**config.mk**
```make
export PLATFORM = sky130hd
export DESIGN_NAME = fifo_rd_stream
export DESIGN_NICKNAME = d
export VERILOG_FILES = /design/src/rtl/fifo_pkg.sv /design/src/rtl/fifo_skid_buf.sv /design/src/rtl/fifo_rd_stream.sv
export SDC_FILE = /design/constraint.sdc
export NUM_CORES = 1
export LEC_CHECK = 0
export CAP_MARGIN = 25
export CORE_AREA = 3 3 86 88
export DETAILED_ROUTE_END_ITERATION = 8
export DIE_AREA = 0 0 89 91
export MAX_ROUTING_LAYER = met4
export PLACE_DENSITY_LB_ADDON = 0.3
export SLEW_MARGIN = 10
export SYNTH_ARGS = -nofsm -noshare
export SYNTH_HDL_FRONTEND = slang
export SYNTH_HIERARCHICAL = 1
export SYNTH_SLANG_ARGS = --single-unit
```
**constraint.sdc**
```tcl
create_clock -name rclk -period 3 [get_ports rclk]
set_clock_uncertainty 0.1 [all_clocks]
set_input_delay 0.3 -clock rclk [delete_from_list [all_inputs] [get_ports rclk]]
set_output_delay 0.3 -clock rclk [all_outputs]
set_load 0.02 [all_outputs]
```
**src/rtl/fifo_pkg.sv**
```systemverilog
// Shared types and constants for the FIFO read-side streaming block.
package fifo_pkg;

  localparam int BUF_DEPTH = 2;
  localparam int IDX_W     = 1;

  typedef enum logic [1:0] {
    S_EMPTY = 2'd0,
    S_ONE   = 2'd1,
    S_TWO   = 2'd2
  } buf_state_t;

  function automatic logic [1:0] state_entries(input buf_state_t s);
    case (s)
      S_ONE:   return 2'd1;
      S_TWO:   return 2'd2;
      default: return 2'd0;
    endcase
  endfunction

endpackage

```
**src/rtl/fifo_skid_buf.sv**
```systemverilog
// Two-entry circular data store for the stream output; head entry drives rd_data.
module fifo_skid_buf
  import fifo_pkg::*;
#(
  parameter int DATA_LEN = 32
) (
  input  logic                rclk,
  input  logic                rst,
  input  logic                wr_en,
  input  logic [DATA_LEN-1:0] wr_data,
  input  logic                rd_en,
  output logic [DATA_LEN-1:0] rd_data
);

  logic [IDX_W-1:0]    head_reg;
  logic [IDX_W-1:0]    tail_reg;
  logic [DATA_LEN-1:0] entries [BUF_DEPTH];

  always_ff @(posedge rclk) begin
    if (rst) begin
      head_reg <= '0;
      tail_reg <= '0;
    end else begin
      if (wr_en) tail_reg <= tail_reg + 1'b1;
      if (rd_en) head_reg <= head_reg + 1'b1;
    end
  end

  // Entries are cleared on reset so the stream output reads zero while idle.
  genvar gi;
  generate
    for (gi = 0; gi < BUF_DEPTH; gi++) begin : g_entry
      logic [DATA_LEN-1:0] entry_reg;

      always_ff @(posedge rclk) begin
        if (rst) begin
          entry_reg <= '0;
        end else if (wr_en && (tail_reg == IDX_W'(gi))) begin
          entry_reg <= wr_data;
        end
      end

      assign entries[gi] = entry_reg;
    end
  endgenerate

  assign rd_data = entries[head_reg];

endmodule

```
**src/rtl/fifo_rd_stream.sv**
```systemverilog
// Drains an async FIFO read port into a valid/ready stream through a 2-entry skid buffer.
// Optional rd_count output enabled by defining FIFO_RD_STREAM_CNT_EN.
module fifo_rd_stream
  import fifo_pkg::*;
#(
  parameter int DATA_LEN = 32
) (
  input  logic                rclk,
  input  logic                rst,
  input  logic                fifo_empty,
  input  logic [DATA_LEN-1:0] fifo_rdata,
  output logic                fifo_read_en,
  output logic                m_valid,
  input  logic                m_ready,
  output logic [DATA_LEN-1:0] m_data
`ifdef FIFO_RD_STREAM_CNT_EN
  ,
  output logic [15:0]         rd_count
`endif
);

  buf_state_t state_reg;
  buf_state_t state_next;
  logic       inflight_reg;
  logic       pop;
  logic [1:0] occ;

  assign m_valid = (state_reg != S_EMPTY);
  assign pop     = m_valid & m_ready;

  // A read in flight already owns a buffer slot, so it counts toward occupancy.
  assign occ          = state_entries(state_reg) + {1'b0, inflight_reg};
  assign fifo_read_en = !fifo_empty && !rst && ((occ < 2'(BUF_DEPTH)) || pop);

  always_ff @(posedge rclk) begin
    if (rst) begin
      state_reg    <= S_EMPTY;
      inflight_reg <= 1'b0;
    end else begin
      state_reg    <= state_next;
      inflight_reg <= fifo_read_en;
    end
  end

  always_comb begin
    state_next = state_reg;
    case (state_reg)
      S_EMPTY: if (inflight_reg) state_next = S_ONE;
      S_ONE: begin
        if (inflight_reg && !pop)      state_next = S_TWO;
        else if (pop && !inflight_reg) state_next = S_EMPTY;
      end
      S_TWO:   if (pop && !inflight_reg) state_next = S_ONE;
      default: state_next = S_EMPTY;
    endcase
  end

  always_ff @(posedge rclk) begin
    if (!rst) begin
      assert (!(inflight_reg && (state_reg == S_TWO) && !pop));
    end
  end

  fifo_skid_buf #(
    .DATA_LEN (DATA_LEN)
  ) u_skid_buf (
    .rclk    (rclk),
    .rst     (rst),
    .wr_en   (inflight_reg),
    .wr_data (fifo_rdata),
    .rd_en   (pop),
    .rd_data (m_data)
  );

`ifdef FIFO_RD_STREAM_CNT_EN
  logic [15:0] rd_count_reg;

  always_ff @(posedge rclk) begin
    if (rst) begin
      rd_count_reg <= '0;
    end else if (pop) begin
      rd_count_reg <= rd_count_reg + 16'd1;
    end
  end

  assign rd_count = rd_count_reg;
`endif

endmodule

```
==> results of run 1 <==
==> cells in the mapped netlist (3+ instances only) <==
cell and number:
mux2_2 32, mux2i_1 64, or2b_1 3, buf_12 3, nand2b_1 98, a21oi_1 3, dfxtp_1 69, buf_2 3
buf_4 5, clkbuf_1 7
==> metal layers <==
metal  share of wire (%)  vias up  track usage [%]
li1                    -     1156                -
met1                  49     1009            21.58
met2                  45       50            24.69
met3                 5.2        9            6.171
met4                 1.1        0            5.211
met5                   0        -                -
==> through the flow <==
stage / power, mW / util (%) / hold WS [ns]
after CTS: 2.043 / 62.05 / 0.3753
final: 2.008 / 62.05 / 0.3705
after detailed placement: 1.281 / 59.07 / 0.3606
after floorplan: 1.170 / - / 0.2691
after global routing: 2.107 / 62.05 / 0.3938
after global placement: 1.278 / 59.07 / 0.3552
==> critical path, cell delays in order, from the launching register on <==
cell	delay (ns)
dfxtp_1	0.33
buf_4	0.30
mux2_2	0.39
clkdlybuf4s50_1	0.55
==> kinds of logic (layout without fill, tap and decap cells) <==
| family | count (synthesis) | in the layout | share of synthesized area (%) |
|---|---|---|---|
| flops | 69 | 69 | 41.74 |
| mux | 96 | 96 | 30.25 |
| simple gates | 112 | 112 | 21.32 |
| xor+xnor | 1 | 1 | 0.2647 |
| compound gates | 6 | 6 | 1.172 |
| buf+inv | 23 | 92 | 5.255 |
==> report_power, final <==
part | internal (mW) | switching (mW)
clock | 0.403 | 0.347
combinational | 0.165 | 0.125
sequential | 0.950 | 0.0187
==> how the worst max path moves through the flow <==
stage | from | to | slack, ns
global route | u_skid_buf/head_reg$_SDFFE_PP0P_ | m_data[18] | 0.60
floorplan | state_reg[1]$_SDFFE_PP0P_ | fifo_read_en | 1.59
detailed placement | m_ready | fifo_read_en | 0.89
global placement | m_ready | fifo_read_en | 0.94
finish | u_skid_buf/head_reg$_SDFFE_PP0P_ | m_data[21] | 0.69
CTS | u_skid_buf/head_reg$_SDFFE_PP0P_ | m_data[21] | 0.65
==> area by class of cell <==
type | count | area (µm²) | area share [%]
clock buffers | 10 | 137.6 | 3.301
inverters | 2 | 7.507 | 0.1801
repair buffers | 74 | 723.2 | 17.35
well taps | 80 | 100.1 | 2.401
clock inverters | 6 | 62.56 | 1.501
flip-flops and latches | 69 | 1381 | 33.13
multi-input cells | 215 | 1757 | 42.14
==> tab_implementation.tex, run 1 <==
\begin{tabular}{lr}
\hline
Metric & Value \\
\hline
\multicolumn{2}{l}{\textbf{Setup path}} \\
Crit start category & register \\
Critical path capture point type & output pin \\
Maximum fanout along the worst path & 19 \\
Logic depth of the worst register-to-register path & 3 \\
R2r endpoint & u\_skid\_buf/g\_entry[0].entry\_reg[5]\$\_SDFFE\_PP0P\_ \\
Beginning of the worst register-to-register path & inflight\_reg\$\_SDFF\_PP0\_ \\
Arrival time at the worst endpoint & 1.91 ns \\
Required time worst endpoint & between 2 and 3 ns \\
Kind of critical path & register to output pin \\
Worst setup slack for register-to-register paths & $\sim$1.4 ns \\
\multicolumn{2}{l}{\textbf{Yosys}} \\
Synth Instances & 307 \\
Number of flip-flops and latches in the synthesized netlist & 69 \\
Portion of the post-synthesis area used by sequential elements & a little over two fifths \\
Post-synthesis area per instance & 10.78 µm² \\
Post-synthesis cell area & 0.003309 mm² \\
Synth warnings & 6 \\
Prevailing post-synth register cell & dfxtp\_1 \\
Number of enable-type register cells in the synthesized netlist & 0 \\
Distinct cell type count of the synthesized netlist & 26 \\
Cell type with the largest total area after synthesis & dfxtp\_1 \\
Top cell type's share of synthesized area & between 40\% and 50\% \\
Fraction of synthesis flops using an asynchronous set or reset pin & 0\% \\
Most area-consuming cells after synthesis & dfxtp\_1, mux2i\_1, nand2b\_1 \\
Post-synth net total & approximately 340 \\
\multicolumn{2}{l}{\textbf{Layout}} \\
Non-filler cells, final & around 460 \\
Share of post-route cells with drive strength above 1 & $\sim$16\% \\
Summed area of non-filler cells in the final layout & 0.004169 mm² \\
Number of fillers in the final layout & between 500 and 600 \\
Flip-flop count of the largest register after layout & 64 \\
Commonest cells after routing, fill and taps aside & nand2b\_1, dfxtp\_1, clkdlybuf4s50\_1 \\
Layout net count & $\sim$410 \\
Most frequent standard cell in the layout excluding fill and tap cells & nand2b\_1 \\
Diodes inserted & 0 \\
Layout-stage area growth over the synthesis result & 25.97\% \\
\multicolumn{2}{l}{\textbf{Clock tree}} \\
Number of buffers added for setup after CTS & 0 \\
Clk buf depth & 2 \\
Total of cells resized after clock tree synthesis & 0 \\
Clock edge transition at the registers on the reported setup and hold paths & $\sim$0.07 ns \\
H-Tree Level Count & 3 \\
Clock sink count & 69 \\
Clock tree from TritonCTS & yes \\
Clock Tree Root & clkbuf\_8 \\
Number of buffers added by the clock tree synthesis step & 9 \\
Later-pin clock latency in the skew report & 0.33 ns \\
Number of buffers inserted for hold repair after clock tree synthesis & 0 \\
\multicolumn{2}{l}{\textbf{Place}} \\
Count of input and output buffers & between 60 and 70 \\
Post-Place Cell Area & 0.003969 mm² \\
Final estimated routing congestion in global placement & 0.7369 \\
Setup slack after placement & slightly below 0.9 ns \\
Cell count after placement & 440 \\
Half-perimeter wire length after placement & 3.964 mm \\
\multicolumn{2}{l}{\textbf{Route}} \\
Remaining antenna violation count & 0 \\
Via count normalized by instance count & about 4.9 \\
Drt first pass iters & 4 \\
Total length of routed wires & approximately 6.2 mm \\
Detailed Route Iter0 Violations & approximately 110 \\
Wire length per cell & about 14 µm \\
\# DRC & 0 \\
Total via count in the routed design & roughly 2200 \\
\multicolumn{2}{l}{\textbf{Floorplanning}} \\
Row count & 30 \\
Die height & between 90 and 100 µm \\
Initial core utilization & 49.26\% \\
Standard cell core area & between 0.006 and 0.007 mm² \\
Area of the die & 0.008099 mm² \\
DIE WIDTH & a little under 90 µm \\
Boundary Pins & 70 \\
\multicolumn{2}{l}{\textbf{STA}} \\
Max-slew violations & 0 \\
RSZ-0062 raised after global routing & false \\
Hold Violations, Final & 0 \\
Final setup violation count & 0 \\
Total negative slack & 0 ns \\
Clock period minus worst slack & 2.311 ns \\
Final setup margin & 0.6888 ns \\
Max-slew headroom at the worst pin & 52.16\% \\
Peak Freq & 432.7 MHz \\
Transition time of the tightest slew-check pin & between 0.7 and 0.8 ns \\
Final period util & between 70\% and 80\% \\
\multicolumn{2}{l}{\textbf{Global route}} \\
Global-route wire length before repair & about 11 mm \\
Maximum number of pins on one net before global-route repair & between 100 and 150 \\
Overall fraction of global-route tracks in use & between 10\% and 20\% \\
Number of antenna violations at the first check in global routing & 0 \\
Vias in the first global route & about 2200 \\
Remaining global-route overflow & 0 \\
\multicolumn{2}{l}{\textbf{Power and ir drop}} \\
Pwr Density & $\sim$480 mW/mm² \\
Max VDD drop & between 0.2 and 0.3 mV \\
Static leakage & $\sim$1.7 nW \\
\multicolumn{2}{l}{\textbf{Worst hold path}} \\
Worst hold path depth & 2 \\
Worst min path class & register to register \\
Hold-critical path endpoint & u\_skid\_buf/g\_entry[1].entry\_reg[23]\$\_SDFFE\_PP0P\_ \\
Startpoint of the lowest-slack hold path & u\_skid\_buf/g\_entry[1].entry\_reg[23]\$\_SDFFE\_PP0P\_ \\
\multicolumn{2}{l}{\textbf{Run}} \\
Max cap viols & 0 \\
\multicolumn{2}{l}{\textbf{Run status}} \\
Result of the run & finished clean \\
\hline
\end{tabular}
Note: power is estimated with default switching activity, not from simulation.
==> inputs of run 2 (changes only) <==
- CORE_AREA: 3 3 86 88 -> 3 3 89 91
- DIE_AREA: 0 0 89 91 -> 0 0 92 94
- clock period: 3 -> 2 ns (I/O delays scaled with it)
==> run 2 against run 1 <==
Effect of this change: global-route usage shrank 0.74 points; sequential share of layout area increased by 0.060 points; critical endpoint is now m_data[19]; first-iteration DRC count fell by 59%; largest cell class unchanged; highest routed layer unchanged; largest power group unchanged.
==> tab_implementation.tex, run 2 (same netlist as run 1, synthesis figures left out) <==
\begin{tabular}{lr}
\hline
Metric & Value \\
\hline
\multicolumn{2}{l}{\textbf{STA}} \\
Transition time of the tightest slew-check pin & roughly 0.7 ns \\
Max-slew headroom at the worst pin & 52.58\% \\
Final setup margin & 0.1519 ns \\
Max-slew violations & 0 \\
Hold Violations, Final & 0 \\
Total negative slack & 0 ns \\
RSZ-0062 raised after global routing & false \\
Peak Freq & about 540 MHz \\
Final period util & approximately 92\% \\
Clock period minus worst slack & roughly 1.8 ns \\
Final setup violation count & 0 \\
\multicolumn{2}{l}{\textbf{Clock tree}} \\
H-Tree Level Count & 3 \\
Later-pin clock latency in the skew report & 0.32 ns \\
Clock edge transition at the registers on the reported setup and hold paths & 0.07 ns \\
Number of buffers inserted for hold repair after clock tree synthesis & 0 \\
Total of cells resized after clock tree synthesis & 34 \\
Clk buf depth & 2 \\
Number of buffers added for setup after CTS & 0 \\
Clock Tree Root & clkbuf\_8 \\
Number of buffers added by the clock tree synthesis step & 9 \\
Clock tree from TritonCTS & yes \\
Clock sink count & 69 \\
\multicolumn{2}{l}{\textbf{Setup path}} \\
Critical path capture point type & output pin \\
R2r endpoint & u\_skid\_buf/g\_entry[0].entry\_reg[6]\$\_SDFFE\_PP0P\_ \\
Arrival time at the worst endpoint & $\sim$1.6 ns \\
Kind of critical path & register to output pin \\
CP Cell Sequence & buf\_6 > mux2\_2 > dlygate4sd2\_1 \\
Worst path top cell family by delay & buffers and inverters \\
Required time worst endpoint & around 1.7 ns \\
Logic depth of the worst register-to-register path & 3 \\
Maximum fanout along the worst path & 14 \\
Cell with the biggest individual delay on the critical path & dfxtp\_2 \\
Worst setup slack for register-to-register paths & 0.63 ns \\
Crit start category & register \\
Critical path buffers and inverters & 2 \\
Worst stage delay on the critical path & around 0.36 ns \\
Beginning of the worst register-to-register path & inflight\_reg\$\_SDFF\_PP0\_ \\
\multicolumn{2}{l}{\textbf{Power and ir drop}} \\
Internal power & $\sim$2.2 mW \\
Part of the total power dissipated in sequential elements & around half \\
Max VDD drop & approximately 0.41 mV \\
Switching component of the power & 0.7080 mW \\
Part of the total power dissipated in combinational logic & approximately 14\% \\
Fraction of power consumed by the clock network & a little over a third \\
Static leakage & about 1.8 nW \\
Pwr Density & a little over 700 mW/mm² \\
Switching share of power & approximately a quarter \\
\multicolumn{2}{l}{\textbf{Floorplanning}} \\
Row count & 31 \\
Die height & roughly 94 µm \\
DIE WIDTH & 92 µm \\
Area of the die & 0.008648 mm² \\
Initial core utilization & between 40\% and 50\% \\
Boundary Pins & 70 \\
Standard cell core area & between 0.007 and 0.008 mm² \\
\multicolumn{2}{l}{\textbf{Layout}} \\
Most frequent standard cell in the layout excluding fill and tap cells & nand2b\_1 \\
Commonest cells after routing, fill and taps aside & nand2b\_1, dfxtp\_1, mux2i\_1 \\
Summed area of non-filler cells in the final layout & 0.004165 mm² \\
Layout net count & slightly above 400 \\
Diodes inserted & 0 \\
Non-filler cells, final & roughly 480 \\
Flip-flop count of the largest register after layout & 64 \\
Share of post-route cells with drive strength above 1 & 15.96\% \\
Layout-stage area growth over the synthesis result & 25.86\% \\
\multicolumn{2}{l}{\textbf{Worst hold path}} \\
Worst hold path depth & 2 \\
Worst min path class & input pin to register \\
Startpoint of the lowest-slack hold path & fifo\_empty \\
Hold-critical path endpoint & inflight\_reg\$\_SDFF\_PP0\_ \\
\multicolumn{2}{l}{\textbf{Run}} \\
Max cap viols & 0 \\
\multicolumn{2}{l}{\textbf{Route}} \\
Detailed Route Iter0 Violations & 46 \\
Drt first pass iters & 4 \\
Via count normalized by instance count & $\sim$4.8 \\
Total length of routed wires & approximately 6.4 mm \\
Total via count in the routed design & 2260 \\
\# DRC & 0 \\
Wire length per cell & 13.42 µm \\
Remaining antenna violation count & 0 \\
\multicolumn{2}{l}{\textbf{Place}} \\
Cell count after placement & approximately 460 \\
Half-perimeter wire length after placement & about 4.2 mm \\
Setup slack after placement & around 0.12 ns \\
Final estimated routing congestion in global placement & a little over 0.8 \\
Count of input and output buffers & 69 \\
Post-Place Cell Area & 0.004006 mm² \\
\multicolumn{2}{l}{\textbf{Global route}} \\
Number of antenna violations at the first check in global routing & 0 \\
Overall fraction of global-route tracks in use & 16.10\% \\
Remaining global-route overflow & 0 \\
Maximum number of pins on one net before global-route repair & $\sim$100 \\
Global-route wire length before repair & $\sim$11 mm \\
Vias in the first global route & 2402 \\
\multicolumn{2}{l}{\textbf{Run status}} \\
Result of the run & finished clean \\
\hline
\end{tabular}
run 2: changes by cell type in the layout (fill, tap and decap cells not counted), sizes merged:
cell | previous run | this run
clkbuf | 10 | 13
clkdlybuf4s50 | 68 | 35
bufinv | 1 | 0
clkinvlp | 3 | 1
dlygate4sd2 | 0 | 33
run 2: layer usage:
metal	vias to the layer above	track usage, %	share of wire (%)
met4	0	7.302	1.8
met3	11	3.686	3.5
met2	48	26.58	49
li1	1150	-	-
met1	1051	18.75	46
met5	-	-	0
run 2: per-stage QoR:
stage	hold WS, ns	power [mW]	utilization (%)
finish	0.3560	2.940	57.74
global route	0.3583	3.091	57.74
CTS	0.3347	2.989	57.74
floorplan	0.1691	1.755	-
global placement	0.3568	1.921	55.53
detailed placement	0.3634	1.927	55.53
run 2: worst reg2reg max path: stages (launching register included):
cell     delay, ns
dfxtp_1       0.51
nor2b_2       0.20
buf_4         0.27
mux2i_1       0.22
run 2: power groups by stage:
| stage | sequential, mW | combinational (mW) | clock (mW) |
|---|---|---|---|
| final | 1.46 | 0.409 | 1.08 |
| after global routing | 1.46 | 0.445 | 1.19 |
| after CTS | 1.46 | 0.416 | 1.12 |
| after detailed placement | 1.49 | 0.441 | 0 |
| after global placement | 1.48 | 0.436 | 0 |
| after floorplan | 1.48 | 0.279 | 0 |
run 2: cell type report:
class | count | area (µm²)
inverters | 2 | 7.507
fillers | 653 | 3049
clock inverters | 3 | 17.52
repair buffers | 74 | 698.2
multi-input cells | 215 | 1757
well taps | 99 | 123.9
clock buffers | 13 | 178.9
flip-flops and latches | 69 | 1383
run 2: worst max-delay path by stage:
stage	startpoint	endpoint	slack (ns)	cells past startpoint
after global routing	inflight_reg$_SDFF_PP0_	fifo_read_en	0.02	4
after CTS	u_skid_buf/head_reg$_SDFFE_PP0P_	m_data[19]	0.11	3
after global placement	m_ready	fifo_read_en	0.14	4
after detailed placement	m_ready	fifo_read_en	0.12	4
after floorplan	state_reg[1]$_SDFFE_PP0P_	fifo_read_en	0.69	3
final	u_skid_buf/head_reg$_SDFFE_PP0P_	m_data[19]	0.15	3
==> inputs of run 3 (changes only) <==
- SKIP_CTS_REPAIR_TIMING: default -> 1
==> run 3 against run 2 <==
Effect of this change: sequential share of layout area down 0.94 points; register-to-register slack improved by 0.09 ns; core utilization rose by 1.7 points; cell count stayed put; combinational power grew 4%; largest power group unchanged; die area unchanged; via count about the same; wire length is 0.55% higher.
==> tab_implementation.tex, run 3 (same netlist as run 1, synthesis figures left out) <==
\begin{tabular}{lr}
\hline
Metric & Value \\
\hline
\multicolumn{2}{l}{\textbf{Layout}} \\
Number of fillers in the final layout & 639 \\
Area used by multi-input combinational logic & 0.001757 mm² \\
Layout net count & slightly above 400 \\
Flip-flop count of the largest register after layout & between 60 and 70 \\
Summed area of non-filler cells in the final layout & between 0.004 and 0.005 mm² \\
Layout-stage area growth over the synthesis result & 29.64\% \\
Diodes inserted & 0 \\
Non-filler cells, final & $\sim$480 \\
Commonest cells after routing, fill and taps aside & nand2b\_1, dfxtp\_1, mux2i\_1 \\
Most frequent standard cell in the layout excluding fill and tap cells & nand2b\_1 \\
Seq. cell area & $\sim$0.0014 mm² \\
Share of post-route cells with drive strength above 1 & 16.22\% \\
\multicolumn{2}{l}{\textbf{Global route}} \\
Number of antenna violations at the first check in global routing & 0 \\
Overall fraction of global-route tracks in use & 16.13\% \\
Remaining global-route overflow & 0 \\
Maximum number of pins on one net before global-route repair & just over 100 \\
Global-route wire length before repair & roughly 11 mm \\
Vias in the first global route & between 2000 and 2500 \\
\multicolumn{2}{l}{\textbf{Route}} \\
Remaining antenna violation count & 0 \\
Via count normalized by instance count & 4.754 \\
Wire length per cell & 13.49 µm \\
Total length of routed wires & 6.410 mm \\
Detailed Route Iter0 Violations & 64 \\
\# DRC & 0 \\
Drt first pass iters & 4 \\
Total via count in the routed design & approximately 2300 \\
\multicolumn{2}{l}{\textbf{Setup path}} \\
Worst stage delay on the critical path & around 0.6 ns \\
Maximum fanout along the worst path & 5 \\
Crit start category & register \\
CP Cell Sequence & inv\_1 > nand2\_1 > clkdlybuf4s50\_1 \\
Critical path capture point type & output pin \\
Critical path buffers and inverters & 2 \\
Required time worst endpoint & roughly 1.7 ns \\
Number of cells on the critical path & 3 \\
Cell with the biggest individual delay on the critical path & clkdlybuf4s50\_1 \\
Arrival time at the worst endpoint & between 1.5 and 2 ns \\
Kind of critical path & register to output pin \\
Logic depth of the worst register-to-register path & 3 \\
Worst path top cell family by delay & buffers and inverters \\
\multicolumn{2}{l}{\textbf{Place}} \\
Half-perimeter wire length after placement & between 4 and 5 mm \\
Final estimated routing congestion in global placement & about 0.81 \\
Post-Place Cell Area & 0.004006 mm² \\
Count of input and output buffers & around 70 \\
Cell count after placement & 459 \\
\multicolumn{2}{l}{\textbf{Clock tree}} \\
Clock sink count & between 60 and 70 \\
Number of buffers added by the clock tree synthesis step & 9 \\
Clock Tree Root & clkbuf\_8 \\
H-Tree Level Count & 3 \\
Clock edge transition at the registers on the reported setup and hold paths & 0.07 ns \\
Later-pin clock latency in the skew report & roughly 0.32 ns \\
Clk buf depth & 2 \\
Clock tree from TritonCTS & yes \\
\multicolumn{2}{l}{\textbf{Floorplanning}} \\
Die height & between 90 and 100 µm \\
Boundary Pins & 70 \\
Area of the die & roughly 0.0086 mm² \\
Initial core utilization & between 40 and 50\% \\
Row count & 31 \\
DIE WIDTH & just over 90 µm \\
Standard cell core area & slightly above 0.007 mm² \\
\multicolumn{2}{l}{\textbf{STA}} \\
Hold Violations, Final & 0 \\
RSZ-0062 raised after global routing & false \\
Clock period minus worst slack & approximately 1.8 ns \\
Total negative slack & 0 ns \\
Max-slew headroom at the worst pin & roughly 53\% \\
Final period util & 91.02\% \\
Final setup violation count & 0 \\
Transition time of the tightest slew-check pin & 0.7123 ns \\
Max-slew violations & 0 \\
Peak Freq & around 550 MHz \\
\multicolumn{2}{l}{\textbf{Run}} \\
Max cap viols & 0 \\
\multicolumn{2}{l}{\textbf{Run status}} \\
Result of the run & finished clean \\
\multicolumn{2}{l}{\textbf{Power and ir drop}} \\
Max VDD drop & about 0.42 mV \\
Pwr Density & 689.8 mW/mm² \\
Static leakage & 2.257 nW \\
\multicolumn{2}{l}{\textbf{Worst hold path}} \\
Worst min path class & input pin to register \\
Worst hold path depth & 2 \\
\hline
\end{tabular}
[run 3: path summary, 6_finish.rpt]
kind                                                    startpoint                                               end  slack, ns
setup / recovery                         state_reg[0]$_SDFFE_PP0P_                                           m_valid       0.18
hold / removal                                          fifo_empty                           inflight_reg$_SDFF_PP0_       0.35
setup reg to reg                  u_skid_buf/tail_reg$_SDFFE_PP0P_  u_skid_buf/g_entry[0].entry_reg[27]$_SDFFE_PP0P_       0.72
hold reg to reg   u_skid_buf/g_entry[1].entry_reg[25]$_SDFFE_PP0P_  u_skid_buf/g_entry[1].entry_reg[25]$_SDFFE_PP0P_       0.37
[run 3: power breakdown]
group / internal [mW] / switching, mW / total (mW)
registers: 1.43 / 0.0306 / 1.46
logic: 0.243 / 0.184 / 0.427
clock network: 0.582 / 0.494 / 1.08
[run 3: per-stage QoR]
stage | util (%) | power [mW] | hold slack (ns) | setup WS (ns)
3_3_place_gp | 55.53 | 1.921 | 0.3568 | 0.1386
2_1_floorplan | - | 1.755 | 0.1691 | 0.6916
6_report | 59.47 | 2.960 | 0.3496 | 0.1796
3_5_place_dp | 55.53 | 1.927 | 0.3634 | 0.1172
5_1_grt | 59.47 | 3.110 | 0.3516 | 0.07561
4_1_cts | 58.26 | 3.015 | 0.3347 | -0.1555
[run 3: layer usage]
| metal | track usage (%) | wire length [µm] | share of wire [%] | vias to the layer above |
|---|---|---|---|---|
| li1 | - | - | - | 1150 |
| met4 | 7.302 | 108 | 1.7 | 0 |
| met2 | 26.58 | 3084 | 48 | 51 |
| met1 | 18.85 | 2939 | 46 | 1046 |
| met5 | - | 0 | 0 | - |
| met3 | 3.686 | 278 | 4.3 | 11 |
[run 3: layout make-up]
type	count	area share, %
Timing Repair Buffer	74	19.16
Sequential cell	69	32.25
Tap cell	99	2.887
Clock inverter	3	0.4083
Clock buffer	13	4.170
Inverter	2	0.1750
Multi-Input combinational cell	215	40.94
